File: src/rtl/uart_rx.sv
// uart_rx: 8N1 UART receiver with a two-flop input synchroniser and mid-bit start
// qualification. Emits one-cycle valid / framing_error strobes. A held-low line
// is parked in BREAK so that it does not decode as repeated 0x00 frames.
// BAUD_DIVISOR (CLOCK_FREQUENCY / BAUD_RATE) must be at least 4.
module uart_rx #(
    parameter int CLOCK_FREQUENCY = 27000000,
    parameter int BAUD_RATE       = 115200
) (
    input  logic       clk,
    input  logic       rst,
    input  logic       rx,
    output logic [7:0] data,
    output logic       valid,
    output logic       framing_error,
    output logic       busy
);

    localparam int BAUD_DIVISOR = CLOCK_FREQUENCY / BAUD_RATE;
    localparam int HALF_DIVISOR = BAUD_DIVISOR / 2;
    localparam logic [15:0] BAUD_LAST = 16'(BAUD_DIVISOR - 1);
    localparam logic [15:0] HALF_LAST = 16'(HALF_DIVISOR - 1);

    typedef enum logic [2:0] {
        IDLE,
        START,
        DATA_BITS,
        STOP,
        BREAK
    } state_t;

    state_t      state_reg, state_next;
    logic [1:0]  sync_reg;
    logic        rx_s;
    logic [15:0] count_reg, count_next;
    logic [2:0]  bit_index_reg, bit_index_next;
    logic [7:0]  shift_reg, shift_next;
    logic [7:0]  data_reg, data_next;
    logic        valid_reg, valid_next;
    logic        framing_error_reg, framing_error_next;

    // The older stage is the only version of the pin the FSM ever looks at.
    assign rx_s = sync_reg[1];

    // Two-flop synchroniser; resets to the idle (high) line level.
    always_ff @(posedge clk) begin
        if (rst) begin
            sync_reg <= 2'b11;
        end else begin
            sync_reg <= {sync_reg[0], rx};
        end
    end

    // State and datapath registers.
    always_ff @(posedge clk) begin
        if (rst) begin
            state_reg         <= IDLE;
            count_reg         <= 16'd0;
            bit_index_reg     <= 3'd0;
            shift_reg         <= 8'h00;
            data_reg          <= 8'h00;
            valid_reg         <= 1'b0;
            framing_error_reg <= 1'b0;
        end else begin
            state_reg         <= state_next;
            count_reg         <= count_next;
            bit_index_reg     <= bit_index_next;
            shift_reg         <= shift_next;
            data_reg          <= data_next;
            valid_reg         <= valid_next;
            framing_error_reg <= framing_error_next;
        end
    end

    // Next-state logic: the baud counter restarts from zero on every state entry.
    always_comb begin
        state_next         = state_reg;
        count_next         = count_reg;
        bit_index_next     = bit_index_reg;
        shift_next         = shift_reg;
        data_next          = data_reg;
        valid_next         = 1'b0;
        framing_error_next = 1'b0;

        case (state_reg)
            IDLE: begin
                if (!rx_s) begin
                    state_next = START;
                    count_next = 16'd0;
                end
            end

            START: begin
                if (count_reg == HALF_LAST) begin
                    count_next = 16'd0;
                    if (!rx_s) begin
                        state_next     = DATA_BITS;
                        bit_index_next = 3'd0;
                    end else begin
                        // Line went back high before mid-bit: treat as a glitch.
                        state_next = IDLE;
                    end
                end else begin
                    count_next = count_reg + 16'd1;
                end
            end

            DATA_BITS: begin
                if (count_reg == BAUD_LAST) begin
                    count_next     = 16'd0;
                    shift_next     = {rx_s, shift_reg[7:1]};
                    bit_index_next = bit_index_reg + 3'd1;
                    if (bit_index_reg == 3'd7) begin
                        state_next = STOP;
                    end
                end else begin
                    count_next = count_reg + 16'd1;
                end
            end

            STOP: begin
                if (count_reg == BAUD_LAST) begin
                    count_next = 16'd0;
                    if (rx_s) begin
                        data_next  = shift_reg;
                        valid_next = 1'b1;
                        state_next = IDLE;
                    end else begin
                        framing_error_next = 1'b1;
                        state_next         = BREAK;
                    end
                end else begin
                    count_next = count_reg + 16'd1;
                end
            end

            BREAK: begin
                if (rx_s) begin
                    state_next = IDLE;
                    count_next = 16'd0;
                end
            end

            default: begin
                state_next = IDLE;
                count_next = 16'd0;
            end
        endcase
    end

    assign data          = data_reg;
    assign valid         = valid_reg;
    assign framing_error = framing_error_reg;
    assign busy          = (state_reg != IDLE);

endmodule

File: config.mk
export PLATFORM = sky130hd
export DESIGN_NAME = uart_rx
export DESIGN_NICKNAME = d
export VERILOG_FILES = /design/src/rtl/uart_rx.sv
export SDC_FILE = /design/constraint.sdc
export NUM_CORES = 1
export LEC_CHECK = 0
export ABC_AREA = 1
export ABC_CLOCK_PERIOD_IN_PS = 4200
export BUFFER_PORTS_ARGS = -buffer_cell sky130_fd_sc_hd__buf_2
export CAP_MARGIN = 20
export CORE_UTILIZATION = 40
export CTS_CLUSTER_SIZE = 16
export DETAILED_ROUTE_END_ITERATION = 6
export PLACE_DENSITY = 0.55
export SLEW_MARGIN = 30
export SYNTH_ARGS = -nofsm -noshare
export SYNTH_HDL_FRONTEND = slang
export SYNTH_SLANG_ARGS = --single-unit
File: constraint.sdc
create_clock -name clk -period 4.2 [get_ports clk]
set_input_delay 0.42 -clock clk [delete_from_list [all_inputs] [get_ports clk]]
set_output_delay 0.42 -clock clk [all_outputs]
set_load 0.02 [all_outputs]
Yosys cells after proc, flatten, opt, wreduce, memory -nomap -nowiden
Cells that the tools add are included.
Word-level totals
  register bits: 42
  input port bits: 3
  output and inout bits: 11
  logic and storage cells: 56
Cells by class
  $add $sub $neg: 2
  eq/ne operators: 14
  mux-type cells: 20
  bitwise operators: 2
  reduce and logical (&&, ||, !) cells: 10
Operators with widths (number)
  16-bit 2-to-1 mux: 4
  16-bit case mux with 4 select lines: 1
  3-bit 2-to-1 mux: 10
  16-bit by 1-bit adder with 16-bit output (second input constant): 1
  16-bit by 7-bit == test with 1-bit output (second input constant): 1
  16-bit by 8-bit == test with 1-bit output (second input constant): 1
  3-bit case mux with 5 select lines: 1
  2-bit != test (second input constant): 7
  3-bit by 2-bit == test with 1-bit output (second input constant): 2
  3-bit == test (second input constant): 2
  3-bit case mux with 2 select lines: 1
  6-bit AND reduction: 1
  2-bit AND reduction: 2
  4-bit AND reduction: 1
  3-bit by 1-bit adder with 3-bit output (second input constant): 1
  3-bit by 1-bit == test with 1-bit output (second input constant): 1
  3-bit logical NOT: 1
  3-bit AND reduction: 1
  3-bit nonzero test: 1
  3-bit OR reduction: 1
  1-bit 2-to-1 mux: 2
  2-bit 2-to-1 mux: 1
  1-bit inverter: 2
  2-bit nonzero test: 1
  2-bit OR reduction: 1

Logic depth before layout (Yosys ltp)
Gate-level depths: netlist (run 1).
  depth after elaboration: 4
  depth in mapped cells: 14
  mapped depth without buffers: 14

Worst setup path after synthesis (run 1)
OpenSTA, ideal clock, no wires.
  kind: reg2reg
  start: reg count_reg[0]
  end: reg shift_reg[4]
  setup time: 122 ps
  arrival: 1263 ps
  required time: 4078 ps
  slack: 2815 ps
  stages on the path, launching flop included: 10
  path buffers: 1
  clock period less this slack: 1385 ps
  cells stage by stage: dfxtp_1 > ha_1 > nand3_1 > nor2_2 > nand2_2 > nor2_2 > buf_6 > inv_4 > nor2_1 > a211oi_2
Between the ends
  longest elaborated chain between the ends: 2
Ends and longest elaborated chain
  from (decl): line 34  | logic [15:0] count_reg, count_next;
  from (signal assigned): line 65  | count_reg <= count_next;
  16-bit by 8-bit == test with 1-bit output: line 108  | if (count_reg == BAUD_LAST) begin
  2-bit AND reduction (no line)
  to (signal assigned): line 67  | shift_reg <= shift_next;
  to (decl): line 36  | logic [7:0] shift_reg, shift_next;
No other way between the ends.
A chain may end at the register's enable or synchronous reset.

Worst setup path after layout (run 1)
  start: reg count_reg[0]
  end: reg shift_reg[6]
The elaborated chain is that of the path after synthesis.

==> results.yml, run 1 <==
status:
  outcome: "complete, no violations"
clock_tree:
  path_clk_slew_ns: 0.09
  hold_buffers: 0
  cts_tree: "yes"
  insertion_delay_ns: 0.30
  h-tree-depth: 2
  postCtsSetupRepairBufs: 0
  clkSinkCount: 42
  cts.repair.resized: 0
  cts_root_buffer: "clkbuf_8"
  cts_buffer_depth: 2
  cts_buffers: 5
floorplan:
  io_pins: 14
  num_rows: 26
  die_w_um: 74.8
  fp.coreArea_sq_um: 5110
  dieArea_sq_um: 5590
  start_util_pct: 41.5
  dieHeight_um: 74.8
timing:
  hold_ws_ns: 0.303
  setup_tns_ns: 0
  drv_slew: 0
  tightest_slew_ns: 0.588
  rsz0062_at_grt: "false"
  relSlewSlack_pct: 60.7
  period_needed_ns: 1.73
  setup_viol: 0
  period_share_pct: 41.2
  fin_skew_ns: 0.00766
  final_hold_viol_count: 0
  max_freq_mhz: 577
synthesis:
  synth_area_per_cell_sq_um: 7.21
  syn_nets: 302
  async_reset_ff_share_pct: 0
  ys_types: 32
  synthCells: 294
  synth.yosys.warnings: 0
  synth_area_leader_cell: "dfxtp_1"
  synth_area_leaders: "dfxtp_1 40%, nand2_1 9.4%, inv_1 7.6%"
  yosysSeqAreaShare_pct: 39.7
  synth_area_sq_um: 2120
  synth_top_area_share_pct: 39.7
  synth-edff-count: 0
  synth_seq_cells: 42
  synth_top_flop_cell: "dfxtp_1"
setup_path:
  worstSetupPathType: "flip-flop to flip-flop"
  critical_path.slowest_cell: "dfxtp_1"
  cp_max_fo: 11
  crit_path_frequent_cell: "nor2_2"
  worst-path-buf-inv: 1
  cp-end-kind: "flip-flop"
  path_cells: "ha_1, nand3_1, nor2_2, nand2_2, nor2_2, inv_4, nor2_1, a211oi_2"
  cp.required_ns: 4.39
  crit_family: "simple AND/OR/NAND/NOR gates"
  cpPeakStageDelay_ns: 0.42
  crit_arrival_ns: 1.92
  start_kind: "flip-flop"
route:
  ant_nets: 0
  dr.pass1.iters: 4
  vias: 1749
  vias_per_cell: 4.61
  wirelength_um: 4070
  avgRoutedWirePerCell_um: 10.7
  drc_errors: 0
  drt_iter0_markers: 44
layout:
  nets: 316
  fin_cells: 379
  mostFrequentLayoutCell: "nand2_1"
  syn2layout_area_growth_pct: 9.75
  drive_above_1_share_pct: 18.8
  num_antenna_cells: 0
  fill_cells: 564
  post-route-util_pct: 45.5
  largest_reg_flops: 16
  mostFrequentLayoutCells: "53 x nand2_1, 43 x inv_1, 42 x dfxtp_1, 37 x nor2_1, 20 x a21oi_1"
global_routing:
  grt_use_total_pct: 16.1
  grt_overflow_total: 0
  grt_max_degree: 21
  antenna_found_initial: 0
  grt_pass1_wl_um: 6820
  first_global_vias: 1526
job:
  drv_cap: 0
power:
  power-per-cell-area_nw_per_um2: 388
  p_leak_nw: 0.959
  ir_drop_mv: 0.221
placed_design:
  place_inst: 371
  port_buffers: 13
  place.gp.congestion: 0.841
  place_hpwl_um: 3000
min_path:
  hold_path_class: "input port to flip-flop"
-- cell usage after synthesis, types with 3 or more instances --
cell	n
inv_1	43
xor2_1	3
dfxtp_1	42
nor2_1	37
o21ai_0	16
or2_2	3
nand2_1	53
nand4_1	3
nand3_2	3
inv_2	4
a21oi_1	20
nor2_2	7
nand3_1	13
ha_1	5
nand2_4	3
nand2_2	8
nor3_1	6
o21ai_1	7
-- layout make-up --
class	count	area, sq um	area share [%]
multi-input combinational	198	1050	45.4
sequential	42	841	36.2
inverter	48	183	7.86
tap	70	87.6	3.77
clock buffer	5	68.8	2.96
timing repair buffer	13	65.1	2.80
clock inverter	3	25.0	1.08
-- layer usage --
| layer | share of wire (%) | GRT usage, % |
|---|---|---|
| met5 | 0 | 0 |
| met2 | 46 | 26.7 |
| met4 | 1.3 | 5.87 |
| met3 | 2.2 | 4.28 |
| met1 | 50 | 20.2 |
-- report_power, final --
| part | internal [W] | switching, W | total, W | leakage [nW] |
|---|---|---|---|---|
| registers | 0.000411 | 0.0000155 | 0.000427 | 0.339 |
| clock network | 0.000120 | 0.000153 | 0.000273 | 0.0447 |
| logic | 0.0000594 | 0.000142 | 0.000201 | 0.575 |
| total | 0.000591 | 0.000310 | 0.000901 | 0.959 |
-- stage by stage --
step | cell area (sq um) | setup WS (ns) | total power, W
after floorplan | 2120 | 2.82 | 0.000606
after detailed placement | 2230 | 2.45 | 0.000639
after global routing | 2320 | 2.29 | 0.000956
final | 2320 | 2.47 | 0.000901
after CTS | 2320 | 2.44 | 0.000912
after global placement | 2230 | 2.46 | 0.000637
-- worst paths after layout --
| kind | endpoint | from | slack (ns) | cells after the start |
|---|---|---|---|---|
| min | sync_reg[0]$_SDFF_PP1_ | rx | 0.30 | 2 |
| max reg2reg | shift_reg[6]$_SDFFE_PP0P_ | count_reg[0]$_SDFFE_PP0P_ | 2.47 | 8 |
| max | shift_reg[6]$_SDFFE_PP0P_ | count_reg[0]$_SDFFE_PP0P_ | 2.47 | 8 |
| min reg2reg | sync_reg[1]$_SDFF_PP1_ | sync_reg[0]$_SDFF_PP1_ | 0.42 | 1 |
-- cells by family (layout without fill, tap and decap cells) --
logic type | Yosys count | count (layout) | synth area share, %
buf+inv | 54 | 69 | 10.5
simple gates | 142 | 142 | 33.1
flops | 42 | 42 | 39.7
xor+xnor | 4 | 4 | 1.65
compound gates | 47 | 47 | 12.1
fa+ha+maj | 5 | 5 | 2.95
Power figures use the tool's default switching activity.
==> inputs of run 2 (changes only) <==
Settings changed: ABC_CLOCK_PERIOD_IN_PS 4200 to 1400, PLACE_DENSITY 0.55 to 0.57.
Clock period 4.2 ns to 1.4 ns, I/O delays scaled along.
==> results.yml, run 2 (same netlist as run 1, synthesis figures left out) <==
route:
  dr.pass1.iters: 4
  ant_nets: 0
  wirelength_um: 4950
  vias_per_cell: 4.74
  drc_errors: 0
  drt_iter0_markers: 61
  vias: 2055
  avgRoutedWirePerCell_um: 11.4
status:
  violations: "setup timing"
  outcome: "finished with violations"
timing:
  period_needed_ns: 1.55
  setup_ws_ns: -0.146
  relSlewSlack_pct: 81.4
  setup_tns_ns: -3.68
  drv_slew: 0
  period_share_pct: 110
  fin_skew_ns: 0.0124
  setup_viol: 36
  final_hold_viol_count: 0
  max_freq_mhz: 647
  rsz0062_at_grt: "true"
  tightest_slew_ns: 0.280
setup_path:
  cp.required_ns: 1.61
  start_kind: "flip-flop"
  r2r_setup_slack_ns: -0.15
  cp_max_fo: 5
  cp-end-kind: "flip-flop"
  crit_arrival_ns: 1.75
  rr_worst_depth: 13
  reg2reg_from: "count_reg[0]$_SDFFE_PP0P_"
  worstReg2RegEnd: "count_reg[8]$_SDFFE_PP0P_"
  worstSetupPathType: "flip-flop to flip-flop"
floorplan:
  start_util_pct: 41.5
  dieHeight_um: 74.8
  die_w_um: 74.8
  dieArea_sq_um: 5590
  num_rows: 26
  fp.coreArea_sq_um: 5110
  io_pins: 14
global_routing:
  grt_overflow_total: 0
  grt_max_degree: 22
  grt_use_total_pct: 19.9
  grt_pass1_wl_um: 8400
  first_global_vias: 1911
  antenna_found_initial: 0
placed_design:
  post-place-ws_ns: -0.179
  place_hpwl_um: 3260
  port_buffers: 13
  place.gp.congestion: 0.796
layout:
  mostFrequentLayoutCells: "48 x nand2_1, 45 x buf_4, 40 x inv_1, 38 x dfxtp_1, 31 x nor2_1"
  fill_cells: 472
  largest_reg_flops: 16
  num_antenna_cells: 0
  drive_above_1_share_pct: 40.1
  mostFrequentLayoutCell: "nand2_1"
  nets: 371
  syn2layout_area_growth_pct: 42.1
clock_tree:
  insertion_delay_ns: 0.31
  cts_buffers: 5
  cts_root_buffer: "clkbuf_8"
  h-tree-depth: 2
  cts_buffer_depth: 2
  clkSinkCount: 42
  path_clk_slew_ns: 0.09
  cts_tree: "yes"
min_path:
  hold_path_class: "input port to flip-flop"
  whs_endpoint: "state_reg[0]$_SDFFE_PP0P_"
  hp-start: "rst"
  holdPathStages: 3
power:
  p_leak_nw: 1.27
  ir_drop_mv: 0.687
  power-per-cell-area_nw_per_um2: 1110
job:
  drv_cap: 0
==> run 2: final cells by class <==
| class | instances | area (sq um) | share of cell area, % |
|---|---|---|---|
| sequential | 42 | 846 | 28.1 |
| inverter | 48 | 188 | 6.23 |
| multi-input combinational | 199 | 1250 | 41.5 |
| tap | 70 | 87.6 | 2.91 |
| clock inverter | 3 | 26.3 | 0.873 |
| clock buffer | 5 | 68.8 | 2.29 |
| timing repair buffer | 67 | 546 | 18.1 |
==> run 2: metal layers <==
metal,up-vias,global-route usage (%),wire [um]
met5,-,0,0
met2,35,31.7,2360
met4,0,6.92,70
met3,7,4.42,165
met1,948,26.5,2360
li1,1065,-,-
==> run 2: worst max path at each step <==
stage / start / end / slack (ns) / depth (start not counted)
6_report: count_reg[0]$_SDFFE_PP0P_ / count_reg[8]$_SDFFE_PP0P_ / -0.15 / 13
5_1_grt: count_reg[1]$_SDFFE_PP0P_ / count_reg[8]$_SDFFE_PP0P_ / -0.27 / 13
4_1_cts: count_reg[0]$_SDFFE_PP0P_ / bit_index_reg[2]$_SDFFE_PP0P_ / -0.15 / 14
3_5_place_dp: count_reg[0]$_SDFFE_PP0P_ / count_reg[1]$_SDFFE_PP0P_ / -0.18 / 14
3_3_place_gp: count_reg[0]$_SDFFE_PP0P_ / count_reg[1]$_SDFFE_PP0P_ / -0.15 / 14
2_1_floorplan: count_reg[0]$_SDFFE_PP0P_ / shift_reg[4]$_SDFFE_PP0P_ / 0.02 / 9
==> run 2: repair_timing <==
action | in CTS | in global routing
hold buffers | 1 | 0
buffers inserted | 11 | 5
pin swaps | 14 | 14
resized for setup | 36 | 23
setup endpoints to repair | 38 | 40
cloned | 2 | 0
endpoints found under the hold margin | 1 | 0
==> run 2: per-stage QoR <==
step	power, W	hold WS [ns]	cell area [sq um]	std cells	util [%]
after floorplan	0.00182	0.244	2120	294	-
after global placement	0.00202	0.324	2510	407	49.2
after detailed placement	0.00202	0.330	2510	407	49.2
after CTS	0.00319	0.187	2890	429	56.5
after global routing	0.00351	0.207	3010	434	58.9
final	0.00333	0.197	3010	434	58.9
==> run 2: worst max-delay path, stage by stage (launching register included) <==
cell and delay (ns):
dfxtp_2 0.34, buf_6 0.12, inv_4 0.05, ha_4 0.11, nand2_2 0.04, inv_2 0.04, nand2_1 0.04, nor2_1 0.09
nand2_1 0.09, nand2_4 0.13, nand3_4 0.11, nand2_4 0.13, buf_4 0.13, nor3_2 0.03
==> run 2: power by group <==
group          total (W)  internal, W  switching [W]
combinational    0.00119     0.000537       0.000649
sequential       0.00128      0.00124      0.0000407
clock           0.000869     0.000371       0.000498
==> inputs of run 3 (changes only) <==
Settings changed: CELL_PAD_IN_SITES_DETAIL_PLACEMENT set to 1, CELL_PAD_IN_SITES_GLOBAL_PLACEMENT set to 1, CORE_UTILIZATION 40 to 39, PLACE_DENSITY 0.57 to 0.72.
==> results.yml, run 3 (same netlist as run 1, synthesis figures left out) <==
status:
  outcome: "finished with violations"
  violations: "setup timing"
floorplan:
  start_util_pct: 41.0
  fp.coreArea_sq_um: 5170
  num_rows: 26
  io_pins: 14
  die_w_um: 75.7
  dieHeight_um: 75.7
  dieArea_sq_um: 5730
global_routing:
  grt_max_degree: 15
  first_global_vias: 2101
  grt_overflow_total: 0
  antenna_found_initial: 0
  grt_pass1_wl_um: 9520
  grt_use_total_pct: 22.3
timing:
  period_needed_ns: 1.64
  setup_viol: 40
  tightest_slew_ns: 0.276
  period_share_pct: 117
  relSlewSlack_pct: 81.5
  setup_ws_ns: -0.240
  final_hold_viol_count: 0
  max_freq_mhz: 610
  rsz0062_at_grt: "true"
  fin_skew_ns: 0.00858
  drv_slew: 0
placed_design:
  place_inst: 408
  post-place-ws_ns: -0.224
  place.gp.congestion: 0.786
  port_buffers: 13
  place_hpwl_um: 4130
route:
  drc_errors: 0
  avgRoutedWirePerCell_um: 15.0
  vias: 2134
  vias_per_cell: 4.93
  met3_length_um: 116
  drt_iter0_markers: 72
  drt-met1-wl_um: 2740
  dr.pass1.iters: 4
  highest_layer: "met4"
  wl_met2_um: 3570
  wirelength_um: 6510
  ant_nets: 0
layout:
  mostFrequentLayoutCells: "47 x buf_4, 44 x nand2_1, 38 x inv_1, 35 x dfxtp_1, 29 x nor2_1"
  nets: 370
  post-route-util_pct: 59.5
  fin_cells: 433
  syn2layout_area_growth_pct: 45.3
  mostFrequentLayoutCell: "buf_4"
  drive_above_1_share_pct: 45.5
  largest_reg_flops: 16
  num_antenna_cells: 0
clock_tree:
  cts_tree: "yes"
  cts_root_buffer: "clkbuf_8"
  clkSinkCount: 42
  cts_buffers: 5
  h-tree-depth: 2
  cts_buffer_depth: 2
  path_clk_slew_ns: 0.09
  insertion_delay_ns: 0.30
power:
  power-per-cell-area_nw_per_um2: 1110
  ir_drop_mv: 0.787
  power_w: 0.00340
  p_leak_nw: 1.30
setup_path:
  cp.required_ns: 1.59
  r2r_setup_slack_ns: -0.24
  start_kind: "flip-flop"
  cp-end-kind: "flip-flop"
  worstSetupPathType: "flip-flop to flip-flop"
  cp_max_fo: 5
  crit_arrival_ns: 1.83
min_path:
  hold_path_class: "input port to flip-flop"
job:
  drv_cap: 0
==> run 3: worst paths after layout <==
kind,to,start,cells after the start
min,sync_reg[0]$_SDFF_PP1_,rx,2
min reg2reg,sync_reg[1]$_SDFF_PP1_,sync_reg[0]$_SDFF_PP1_,1
max reg2reg,shift_reg[1]$_SDFFE_PP0P_,count_reg[1]$_SDFFE_PP0P_,11
max,shift_reg[1]$_SDFFE_PP0P_,count_reg[1]$_SDFFE_PP0P_,11
==> run 3: cell type report <==
type | count | area (sq um)
clock buffers | 5 | 68.8
clock inverters | 3 | 43.8
fillers | 638 | 2090
inverters | 48 | 190
multi-input cells | 199 | 1340
flip-flops and latches | 42 | 852
well taps | 70 | 87.6
repair buffers | 66 | 494
==> run 3: layer usage <==
metal	global-route usage, %	up-vias
li1	-	1056
met1	26.7	1050
met2	41.7	21
met3	3.57	7
met4	4.94	0
met5	0	-
==> run 3: critical path, stage by stage (launching register included) <==
cell,delay [ns]
dfxtp_2,0.36
inv_2,0.05
buf_4,0.13
ha_4,0.15
nand3_2,0.08
nor2_4,0.04
nand2_2,0.13
nor2_4,0.05
buf_12,0.13
buf_4,0.13
o21ai_0,0.20
a21oi_1,0.08
==> run 3: metrics by stage <==
step	hold slack [ns]	cell area, sq um	setup TNS (ns)
3_5_place_dp	0.327	2520	-4.30
3_3_place_gp	0.324	2520	-2.23
6_report	0.00950	3080	-5.66
5_1_grt	0.0130	3080	-8.93
2_1_floorplan	0.244	2120	0
4_1_cts	0.00926	2880	-2.65
==> run 3: timing repair <==
item                                    4_1_cts  5_1_grt
resized for setup                            48       44
cloned                                        1        1
endpoints found under the setup margin       39       40
hold buffers                                  0        0
pin swaps                                    12       11
setup buffers                                 8        7
==> run 3: where the power goes <==
group	leakage, nW	switching (W)	internal, W
Combinational	0.897	0.000712	0.000392
Sequential	0.342	0.0000574	0.00124
Clock	0.0585	0.000465	0.000535
Total	1.30	0.00123	0.00217
